## src/rtl/ether_arp_tx.sv

```systemverilog
// ether_arp_tx: GMII transmitter that emits one complete ARP request or reply
// frame per accepted start, with preamble/SFD, on-the-fly CRC-32 FCS and a
// programmable inter-frame gap. All outputs are registered on clk_125.
module ether_arp_tx #(
  parameter logic [47:0] SRC_MAC    = 48'h00301BA0A48E,
  parameter logic [31:0] SRC_IP     = 32'h0A00150A,
  parameter int unsigned IFG_CYCLES = 12
) (
  input  logic        clk_125,
  input  logic        rst,
  input  logic        start,
  input  logic        reply,
  input  logic [31:0] tgt_ip,
  input  logic [47:0] tgt_mac,
  output logic        busy,
  output logic        done,
  output logic        phy_en,
  output logic        phy_er,
  output logic [7:0]  phy_data
);

  typedef enum logic [2:0] {
    S_IDLE,
    S_PREAMBLE,
    S_FRAME,
    S_FCS,
    S_IFG
  } state_t;

  localparam int                 IFG_W     = (IFG_CYCLES > 1) ? $clog2(IFG_CYCLES) : 1;
  localparam logic [IFG_W-1:0]   IFG_LAST  = IFG_W'(IFG_CYCLES - 1);
  localparam logic [31:0]        CRC_POLY  = 32'hEDB88320;
  localparam logic [31:0]        CRC_INIT  = 32'hFFFFFFFF;
  // htype=1, ptype=0x0800, hlen=6, plen=4
  localparam logic [47:0]        ARP_FIXED = 48'h000108000604;

  // Byte-parallel reflected CRC-32 step: the loop unrolls into XOR logic.
  function automatic logic [31:0] crc32_byte(input logic [31:0] crc, input logic [7:0] d);
    logic [31:0] c;
    c = crc ^ {24'h0, d};
    for (int i = 0; i < 8; i++) begin
      c = c[0] ? ((c >> 1) ^ CRC_POLY) : (c >> 1);
    end
    return c;
  endfunction

  // Byte i (0 = most significant) of a 48-bit field.
  function automatic logic [7:0] byte48(input logic [47:0] v, input int i);
    return 8'(v >> (8 * (5 - i)));
  endfunction

  // Byte i (0 = most significant) of a 32-bit field.
  function automatic logic [7:0] byte32(input logic [31:0] v, input int i);
    return 8'(v >> (8 * (3 - i)));
  endfunction

  state_t           state_q, state_d;
  logic [6:0]       cnt_q, cnt_d;
  logic [IFG_W-1:0] ifg_q, ifg_d;
  logic [31:0]      crc_q, crc_d;
  logic             reply_q, reply_d;
  logic [31:0]      tip_q, tip_d;
  logic [47:0]      tmac_q, tmac_d;
  logic             ret_q, ret_d;
  logic             busy_q, busy_d;
  logic             done_q, done_d;
  logic             en_q, en_d;
  logic [7:0]       data_q, data_d;

  logic [47:0]      dst_mac;
  logic [47:0]      tha_mac;
  logic [31:0]      fcs;
  logic [7:0]       frame_byte;
  int               k;

  assign dst_mac = reply_q ? tmac_q : 48'hFFFF_FFFF_FFFF;
  assign tha_mac = reply_q ? tmac_q : 48'h0;
  assign fcs     = ~crc_q;
  assign k       = int'(cnt_q);

  // Frame content for byte index cnt_q (preamble through FCS).
  always_comb begin
    // NOTE: every combinational output gets a default first so no path
    // leaves it unassigned, which would otherwise infer a latch.
    frame_byte = 8'h00;
    if (k < 7)        frame_byte = 8'h55;
    else if (k == 7)  frame_byte = 8'hD5;
    else if (k < 14)  frame_byte = byte48(dst_mac, k - 8);
    else if (k < 20)  frame_byte = byte48(SRC_MAC, k - 14);
    else if (k == 20) frame_byte = 8'h08;
    else if (k == 21) frame_byte = 8'h06;
    else if (k < 28)  frame_byte = byte48(ARP_FIXED, k - 22);
    else if (k == 28) frame_byte = 8'h00;
    else if (k == 29) frame_byte = reply_q ? 8'h02 : 8'h01;
    else if (k < 36)  frame_byte = byte48(SRC_MAC, k - 30);
    else if (k < 40)  frame_byte = byte32(SRC_IP, k - 36);
    else if (k < 46)  frame_byte = byte48(tha_mac, k - 40);
    else if (k < 50)  frame_byte = byte32(tip_q, k - 46);
    else if (k < 68)  frame_byte = 8'h00;
    else              frame_byte = 8'(fcs >> (8 * (k - 68)));
  end

  // Next-state, CRC and registered-output logic.
  always_comb begin
    state_d = state_q;
    cnt_d   = cnt_q;
    ifg_d   = ifg_q;
    crc_d   = crc_q;
    reply_d = reply_q;
    tip_d   = tip_q;
    tmac_d  = tmac_q;
    ret_d   = 1'b0;
    busy_d  = 1'b0;
    done_d  = 1'b0;
    en_d    = 1'b0;
    data_d  = 8'h00;
    unique case (state_q)
      S_IDLE: begin
        // ret_q marks the first cycle back from IFG, so done lands one
        // cycle later, in the same cycle a held start is re-accepted.
        done_d = ret_q;
        if (start) begin
          state_d = S_PREAMBLE;
          reply_d = reply;
          tip_d   = tgt_ip;
          tmac_d  = tgt_mac;
          cnt_d   = 7'd0;
          crc_d   = CRC_INIT;
        end
      end
      S_PREAMBLE: begin
        en_d   = 1'b1;
        busy_d = 1'b1;
        data_d = frame_byte;
        cnt_d  = cnt_q + 7'd1;
        if (cnt_q == 7'd7) state_d = S_FRAME;
      end
      S_FRAME: begin
        en_d   = 1'b1;
        busy_d = 1'b1;
        data_d = frame_byte;
        crc_d  = crc32_byte(crc_q, frame_byte);
        cnt_d  = cnt_q + 7'd1;
        if (cnt_q == 7'd67) state_d = S_FCS;
      end
      S_FCS: begin
        en_d   = 1'b1;
        busy_d = 1'b1;
        data_d = frame_byte;
        if (cnt_q == 7'd71) begin
          state_d = S_IFG;
          cnt_d   = 7'd0;
          ifg_d   = '0;
        end else begin
          cnt_d = cnt_q + 7'd1;
        end
      end
      S_IFG: begin
        busy_d = 1'b1;
        if (ifg_q == IFG_LAST) begin
          state_d = S_IDLE;
          ret_d   = 1'b1;
        end else begin
          ifg_d = IFG_W'(ifg_q + 1'b1);
        end
      end
      default: state_d = S_IDLE;
    endcase
  end

  // State, counters, latched request fields and output registers.
  always_ff @(posedge clk_125 or posedge rst) begin
    if (rst) begin
      // NOTE: the latched request fields are reset too; they are small and
      // a known value keeps the first frame after reset deterministic.
      state_q <= S_IDLE;
      cnt_q   <= 7'd0;
      ifg_q   <= '0;
      crc_q   <= CRC_INIT;
      reply_q <= 1'b0;
      tip_q   <= 32'h0;
      tmac_q  <= 48'h0;
      ret_q   <= 1'b0;
      busy_q  <= 1'b0;
      done_q  <= 1'b0;
      en_q    <= 1'b0;
      data_q  <= 8'h00;
    end else begin
      // NOTE: non-blocking assignments so every register samples the values
      // from before this edge, independent of statement order.
      state_q <= state_d;
      cnt_q   <= cnt_d;
      ifg_q   <= ifg_d;
      crc_q   <= crc_d;
      reply_q <= reply_d;
      tip_q   <= tip_d;
      tmac_q  <= tmac_d;
      ret_q   <= ret_d;
      busy_q  <= busy_d;
      done_q  <= done_d;
      en_q    <= en_d;
      data_q  <= data_d;
    end
  end

  assign busy     = busy_q;
  assign done     = done_q;
  assign phy_en   = en_q;
  assign phy_er   = 1'b0;
  assign phy_data = data_q;

endmodule

```

## config.mk

```make
export PLATFORM = sky130hd
export DESIGN_NAME = ether_arp_tx
export DESIGN_NICKNAME = d
export VERILOG_FILES = /design/src/rtl/ether_arp_tx.sv
export SDC_FILE = /design/constraint.sdc
export NUM_CORES = 1
export LEC_CHECK = 0
export CAP_MARGIN = 15
export CORE_ASPECT_RATIO = 1.1
export CORE_UTILIZATION = 50
export DETAILED_ROUTE_END_ITERATION = 12
export DONT_BUFFER_PORTS = 1
export MAX_ROUTING_LAYER = met4
export PLACE_DENSITY = 0.79
export SLEW_MARGIN = 20
export SYNTH_ARGS = -nofsm -noshare
export SYNTH_HDL_FRONTEND = slang
export SYNTH_SLANG_ARGS = --single-unit
```

## constraint.sdc

```tcl
create_clock -name clk_125 -period 4.5 [get_ports clk_125]
set_input_delay 0.675 -clock clk_125 [delete_from_list [all_inputs] [get_ports clk_125]]
set_output_delay 0.675 -clock clk_125 [all_outputs]
set_load 0.02 [all_outputs]
```

# [After elaboration in Yosys (flattened, before gate mapping)]
# Index checks and enable logic that the tools add are counted.
[word_totals] ff_bits=139 latch_bits=0 mem_bits_rw=0 romBits=0 in_bits=84 out_inout_bits=12 elab_cells=132 mem_count=0
[op_classes] addsub=17 multipliers=0 div=0 magnitude_cmp=9 n_eq_ne=19 shifts=8 mux=45 bitwise=10 n_reduce_logical=12
[op_table] cell="$mux 32" n=9
[op_table] cell="$mux 8" n=15
[op_table] cell="$not 13->14" n=8
[op_table] cell="$mux 48" n=2
[op_table] cell="$shr 48x32->8" n=2
[op_table] cell="$shr 38x32->8 const A" n=2
[op_table] cell="$pmux 32 s2" n=1
[op_table] cell="$shr 32x32->8" n=2
[op_table] cell="$sub 4x8->9 const A" n=5
[op_table] cell="$shr 33x32->8 const A" n=1
[op_table] cell="$not 32->32" n=1
[op_table] cell="$shr 28x32->8 const A" n=1
[op_table] cell="$xor 32x8->32" n=1
[op_table] cell="$eq 7x6->1 const B" n=4
[op_table] cell="$lt 7x6->1 const B" n=4
[op_table] cell="$sub 7x6->8 const B" n=3
[op_table] cell="$pmux 7 s3" n=1
[op_table] cell="$sub 3x8->9 const A" n=2
[op_table] cell="$sub 7x4->8 const B" n=2
[op_table] cell="$sub 7x5->8 const B" n=2
[op_table] cell="$mux 3" n=5
[op_table] cell="$pmux 3 s5" n=1
[op_table] cell="$eq 7x7->1 const B" n=2
[op_table] cell="$lt 7x5->1 const B" n=2
[op_table] cell="other kinds (27)" n=42

# [Depth between registers and ports, before layout]
[logic_depth] ltp_word=34 mapped_depth=21 depth_no_buf=15

# [Worst setup path before layout]
# Ideal clock, no wire load.
[synth_path] kind="register to register" from="register cnt_q[1]" to="register crc_q[18]" setup_ns=0.073 arrival_time_ns=4.841 setup_slack_ns=-0.414 stages_incl_launch_ff=22 n_path_buf=6 synth_period_minus_slack_ns=4.914 path_cell_list="dfrtp_1 -> buf_4 -> buf_2 -> buf_2 -> buf_4 -> inv_1 -> ha_1 -> buf_2 -> clkinv_1 -> ha_1 -> clkbuf_1 -> o22ai_1 -> nor4_2 -> o2111ai_1 -> a211oi_2 -> a211oi_1 -> nand4_1 -> xor2_1 -> xnor2_1 -> xor2_1 -> xnor3_1 -> a21oi_1"
[synth_between] elab_chain_len=30 elab_cells_between_ends=66 classes_between="15 x add/sub; 9 x order compare; 5 x eq/ne; 8 x shift; 23 x mux; 6 x bitwise"
[synth_lines] element="from (decl)" line_no="58" source="logic [6:0] cnt_q, cnt_d;"
[synth_lines] element="from (signal assigned)" line_no="192" source="cnt_q <= cnt_d;"
[synth_lines] element="$sub 7x6->8 or $sub 7x7->8 (tied branches)" line_no="98, 100"
[synth_lines] element="$sub 3x8->9 or $shr 32x32->8 (tied branches)" line_no="54, 100"
[synth_lines] element="$shr 32x32->8 or $mux 8 (tied branches)" line_no="54, 99"
[synth_lines] element="$mux 8" line_no="98" source="else if (k < 50) frame_byte = byte32(tip_q, k - 46);"
[synth_lines] element="$mux 8" line_no="97" source="else if (k < 46) frame_byte = byte48(tha_mac, k - 40);"
[synth_lines] element="$mux 8" line_no="96" source="else if (k < 40) frame_byte = byte32(SRC_IP, k - 36);"
[synth_lines] element="$mux 8" line_no="95" source="else if (k < 36) frame_byte = byte48(SRC_MAC, k - 30);"
[synth_lines] element="$mux 8" line_no="94" source="else if (k == 29) frame_byte = reply_q ? 8'h02 : 8'h01;"
[synth_lines] element="[12 not listed]"
[synth_lines] element="$mux 32 (*) (2 in series)" line_no="42" source="c = c[0] ? ((c >> 1) ^ CRC_POLY) : (c >> 1);"
[synth_lines] element="$not 13->14 (no source line)"
[synth_lines] element="$mux 32 (*)" line_no="42"
[synth_lines] element="$not 13->14 (no source line)"
[synth_lines] element="$mux 32 (*)" line_no="42"
[synth_lines] element="$not 13->14 (no source line)"
[synth_lines] element="$mux 32 (*) (2 in series)" line_no="42"
[synth_lines] element="$pmux 32 s2 (*)" line_no="117" source="unique case (state_q)"
[synth_lines] element="to (signal assigned)" line_no="194" source="crc_q <= crc_d;"
[synth_lines] element="to (decl)" line_no="60" source="logic [31:0] crc_q, crc_d;"
# Every way passes the cells marked *; elsewhere a longest branch is shown, timed or not.
# A chain may end at the register's enable or synchronous reset.

# [Worst setup path in the final report]
[layout_path] from="register cnt_q[2]" to="register crc_q[26]"
[layout_between] elab_chain_len=30 elab_cells_between_ends=67 classes_between="15 x add/sub; 9 x order compare; 5 x eq/ne; 8 x shift; 23 x mux; 7 x bitwise"
[layout_lines] element="$sub 7x6->8 or $sub 7x7->8 (tied branches)" line_no="98, 100"
[layout_lines] element="$sub 3x8->9 or $shr 32x32->8 (tied branches)" line_no="54, 100"
[layout_lines] element="$shr 32x32->8 or $mux 8 (tied branches)" line_no="54, 99"
[layout_lines] element="$mux 8" line_no="98"
[layout_lines] element="$mux 8" line_no="97"
[layout_lines] element="$mux 8" line_no="96"
[layout_lines] element="$mux 8" line_no="95"
[layout_lines] element="$mux 8" line_no="94"
[layout_lines] element="[13 not listed]"
[layout_lines] element="$mux 32 (*)" line_no="42"
[layout_lines] element="$not 13->14 (no source line)"
[layout_lines] element="$mux 32 (*) (2 in series)" line_no="42"
[layout_lines] element="$not 13->14 (no source line)"
[layout_lines] element="$mux 32 (*)" line_no="42"
[layout_lines] element="$not 13->14 (no source line)"
[layout_lines] element="$mux 32 (*)" line_no="42"
[layout_lines] element="$pmux 32 s2 (*)" line_no="117"
# Marked as above.

==> load_flow_metrics.sql <==
INSERT INTO impl_metrics (metric_group, metric, value, unit) VALUES
('outcome', 'run_status', 'completed', ''),
('setup_path', 'rr_worst_depth', '15', ''),
('placed_design', 'numPortBuffers', '0', ''),
('grt', 'use_met3', '0.0636', ''),
('synth', 'share_of_synthesized_area_spent_on_multiplexers', '0.169', ''),
('synth', 'synth.lib_cells_used.distinct', '91', ''),
('final_layout', 'areaGrowthSynthToFinish', '12.2', '%'),
('floorplanning', 'initial_core_util', '0.518', ''),
('setup_path', 'rrSetupSlack', '0.25', 'ns'),
('detailed_routing', 'drt_iter0_markers', '789', ''),
('floorplanning', 'chipWidth', '132', 'um'),
('floorplanning', 'num_rows', '51', ''),
('final_layout', 'post_route_cells_drive_above_1_share', '0.304', ''),
('detailed_routing', 'drtPass1Iterations', '5', ''),
('synth', 'combinational_family_with_the_most_area_after_synthesis', 'multiplexers', ''),
('floorplanning', 'design.portCount', '96', ''),
('setup_path', 'critical_path_required', '4.86', 'ns'),
('flow_run', 'maxCapViolations', '0', ''),
('clock_tree', 'clock_insertion_delay_worst_skew', '0.43', 'ns'),
('placed_design', 'finalWeightedCongestion', '0.979', ''),
('floorplanning', 'overall_die_area', '19100', 'sq um'),
('clock_tree', 'cts.htree.levels', '4', ''),
('synth', 'yosys.area_share.xor_xnor', '0.107', ''),
('placed_design', 'placedCellCount', '1112', ''),
('grt', 'grt_busiest_layer', 'met2', ''),
('sta', 'clock.fmax', '235', 'MHz'),
('detailed_routing', 'antenna_left', '0', ''),
('sta', 'worst_pin_slew', '0.915', 'ns'),
('synth', 'synthArstFlopShare', '1.00', ''),
('synth', 'post_synthesis_sequential_area_ratio', '0.379', ''),
('synth', 'most_instantiated_flip_flop_cell_in_the_synthesis_netlist', 'dfrtp_1', ''),
('setup_path', 'critPathCaptureType', 'flip-flop', ''),
('placed_design', 'post-dp-hpwl', '17.6', 'mm'),
('synth', 'flop_and_latch_count_out_of_synthesis', '139', ''),
('final_layout', 'antenna-diode-count', '0', ''),
('setup_path', 'timing.setup.critical_path_class', 'flip-flop to flip-flop', ''),
('floorplanning', 'core_region_area', '17900', 'sq um'),
('synth', 'synth_compound_area_frac', '0.144', ''),
('detailed_routing', 'drt-total-wl', '24.7', 'mm'),
('setup_path', 'start_kind', 'flip-flop', ''),
('grt', 'antenna_found_initial', '0', ''),
('clock_tree', 'numCtsBuffers', '17', ''),
('grt', 'grt_pass1_wl', '39.8', 'mm'),
('setup_path', 'timing.rr.start', 'cnt_q[2]$_DFFE_PP0P_', ''),
('placed_design', 'dpl-instance-area', '9800', 'sq um'),
('sta', 'worst_slew_margin_relative_to_its_limit', '0.390', ''),
('min_path', 'hp-class', 'primary input to asynchronous set/reset pin', ''),
('final_layout', 'fin_nets', '1000', ''),
('sta', 'timing.final.max_slew_violations', '0', ''),
('synth', 'yosys.area_share.adder', '0.0296', ''),
('clock_tree', 'clk_pin_slew_worst_paths', '0.06', 'ns'),
('clock_tree', 'clkSinkCount', '139', ''),
('sta', 'clock_skew', '0.00835', 'ns'),
('setup_path', 'critPathArrivalTime', '4.61', 'ns'),
('detailed_routing', 'number_of_vias_per_cell_after_detailed_routing', '6.36', ''),
('grt', 'first_global_vias', '7335', ''),
('sta', 'finalWorstPathRequiredPeriod', '4.25', 'ns'),
('grt', 'grt_start_max_net_pins', '104', ''),
('synth', 'synth.net_count', '985', ''),
('grt', 'track_usage', '0.277', ''),
('synth', 'synthCells', '879', ''),
('clock_tree', 'tritoncts', 'yes', ''),
('synth', 'post_synth.cell_area_avg', '10.6', 'sq um'),
('detailed_routing', 'vias', '7272', ''),
('setup_path', 'regToRegEndpoint', 'crc_q[26]$_DFFE_PP1P_', ''),
('synth', 'synth_warnings', '0', ''),
('grt', 'global_route.usage.met1', '0.347', ''),
('grt', 'grt_use_met2', '0.422', ''),
('grt', 'overflow', '0', ''),
('synth', 'synth_simple_gate_area_share', '0.132', ''),
('sta', 'hold_vio_cnt_final', '0', ''),
('clock_tree', 'cts_max_path_buffers', '2', ''),
('clock_tree', 'clk_root_buffer_cell', 'clkbuf_16', ''),
('sta', 'final_min_period_over_clock_period', '0.945', ''),
('clock_tree', 'postCtsHoldBufs', '0', ''),
('detailed_routing', 'wl_per_cell', '21.6', 'um'),
('setup_path', 'worst-path-max-fanout', '13', ''),
('synth', 'synth-edff-count', '0', ''),
('floorplanning', 'dieHeight', '145', 'um'),
('sta', 'report.final.setup_viol', '0', ''),
('final_layout', 'finalInstanceArea', '10400', 'sq um'),
('sta', 'whs', '0.271', 'ns'),
('synth', 'netlist_area', '9290', 'sq um'),
('final_layout', 'fin_cells', '1144', ''),
('detailed_routing', 'route.detailed.drc', '0', '');
Yosys cell counts (4+ instances only):
master / n / area share
or3_1: 6 / 0.0040
a31oi_1: 4 / 0.0027
nor2_1: 53 / 0.021
buf_1: 6 / 0.0024
o2111ai_1: 5 / 0.0047
nand3b_1: 5 / 0.0040
a221oi_1: 7 / 0.0066
dfrtp_1: 107 / 0.29
nand2b_1: 10 / 0.0067
buf_4: 6 / 0.0049
xnor3_1: 6 / 0.015
xnor2_2: 8 / 0.014
a211oi_1: 17 / 0.014
buf_2: 16 / 0.0086
a22oi_1: 4 / 0.0032
mux4_2: 20 / 0.049
mux2i_1: 12 / 0.013
o22ai_1: 4 / 0.0027
nand3_1: 18 / 0.0097
mux2_2: 89 / 0.11
o21ai_0: 31 / 0.017
a21o_1: 5 / 0.0040
nor3_1: 43 / 0.023
and3_1: 6 / 0.0040
nand4_1: 11 / 0.0074
and2_1: 11 / 0.0074
clkbuf_1: 33 / 0.013
xor2_1: 22 / 0.021
ha_1: 22 / 0.030
dfstp_2: 32 / 0.091
o21a_1: 4 / 0.0032
o31ai_1: 4 / 0.0032
nand2_1: 36 / 0.015
xnor2_1: 49 / 0.046
and4_1: 4 / 0.0038
a21oi_1: 65 / 0.035
inv_1: 13 / 0.0053
through the flow:
stage	setup slack [ns]	TNS (ns)	util
final	0.248	0	0.581
after floorplan	0.0238	0	-
after detailed placement	0.127	0	0.546
after CTS	0.114	0	0.580
after global placement	0.246	0	0.546
after global routing	-0.00612	-0.00612	0.581
state kept, by name (all words and copies together) (netlist names):
signal    flops
done          1
tip_q        32
cnt_q         7
phy_en        1
phy_data      8
ret_q         1
busy          1
tmac_q       48
reply_q       1
ifg_q         4
state_q       3
crc_q        32
worst max-delay path, cell delays in order, from the launching register on:
cell and delay, ns:
dfrtp_2 0.50, inv_1 0.19, ha_4 0.26, ha_1 0.28, or3b_2 0.46, a2111oi_4 0.24
inv_1 0.12, a221oi_4 0.18, buf_4 0.20, a221oi_1 0.12, a2111o_1 0.43, a41oi_2 0.21
xnor3_2 0.36, xnor2_2 0.20, xnor3_1 0.25, a21oi_1 0.17
metal layers:
layer	vias up	wire length, um
met5	-	0
met2	346	11500
met3	70	1860
met1	3583	10300
li1	3273	-
met4	0	1040
cells in the final DEF (no fill, tap or decap), types with 18 or more instances in the layout:
master,n
buf_4,59
dfstp_2,32
a21oi_1,65
nor2_1,53
xnor2_1,48
nor3_1,42
o21ai_0,31
xor2_1,21
ha_1,21
mux4_2,20
nand3_1,18
dfrtp_1,104
nand2_1,36
mux2_2,89
cells by family (layout without fill, tap and decap cells):
logic type	after synthesis	in the layout
other cells	1	1
xor+xnor	90	90
flops	139	139
fa+ha+maj	22	22
simple gates	230	230
mux	121	121
buf+inv	80	107
compound gates	196	196
worst max-delay path by stage:
stage / start / endpoint / cells past startpoint / slack [ns]
2_1_floorplan: cnt_q[1]$_DFFE_PP0P_ / crc_q[26]$_DFFE_PP1P_ / 21 / 0.02
3_3_place_gp: cnt_q[2]$_DFFE_PP0P_ / crc_q[17]$_DFFE_PP1P_ / 14 / 0.25
3_5_place_dp: cnt_q[2]$_DFFE_PP0P_ / crc_q[26]$_DFFE_PP1P_ / 14 / 0.13
4_1_cts: cnt_q[2]$_DFFE_PP0P_ / crc_q[26]$_DFFE_PP1P_ / 14 / 0.11
5_1_grt: cnt_q[2]$_DFFE_PP0P_ / crc_q[23]$_DFFE_PP1P_ / 15 / -0.006
6_report: cnt_q[2]$_DFFE_PP0P_ / crc_q[26]$_DFFE_PP1P_ / 15 / 0.25
layout make-up:
cell class	count	area, sq um
Inverter	17	72.6
Fill cell	1425	7520
Sequential cell	139	3520
Tap cell	238	298
Multi-Input combinational cell	660	5470
Clock buffer	23	498
Clock inverter	8	108
Timing Repair Buffer	59	443
repair_timing:
action	4_1_cts	5_1_grt
hold endpoints to repair	0	0
buffers inserted	0	1
endpoints found under the setup margin	0	17
resized for setup	0	2
Power is not shown: default switching activity piles up to over one toggle a cycle in this logic, so the estimate is an artifact.
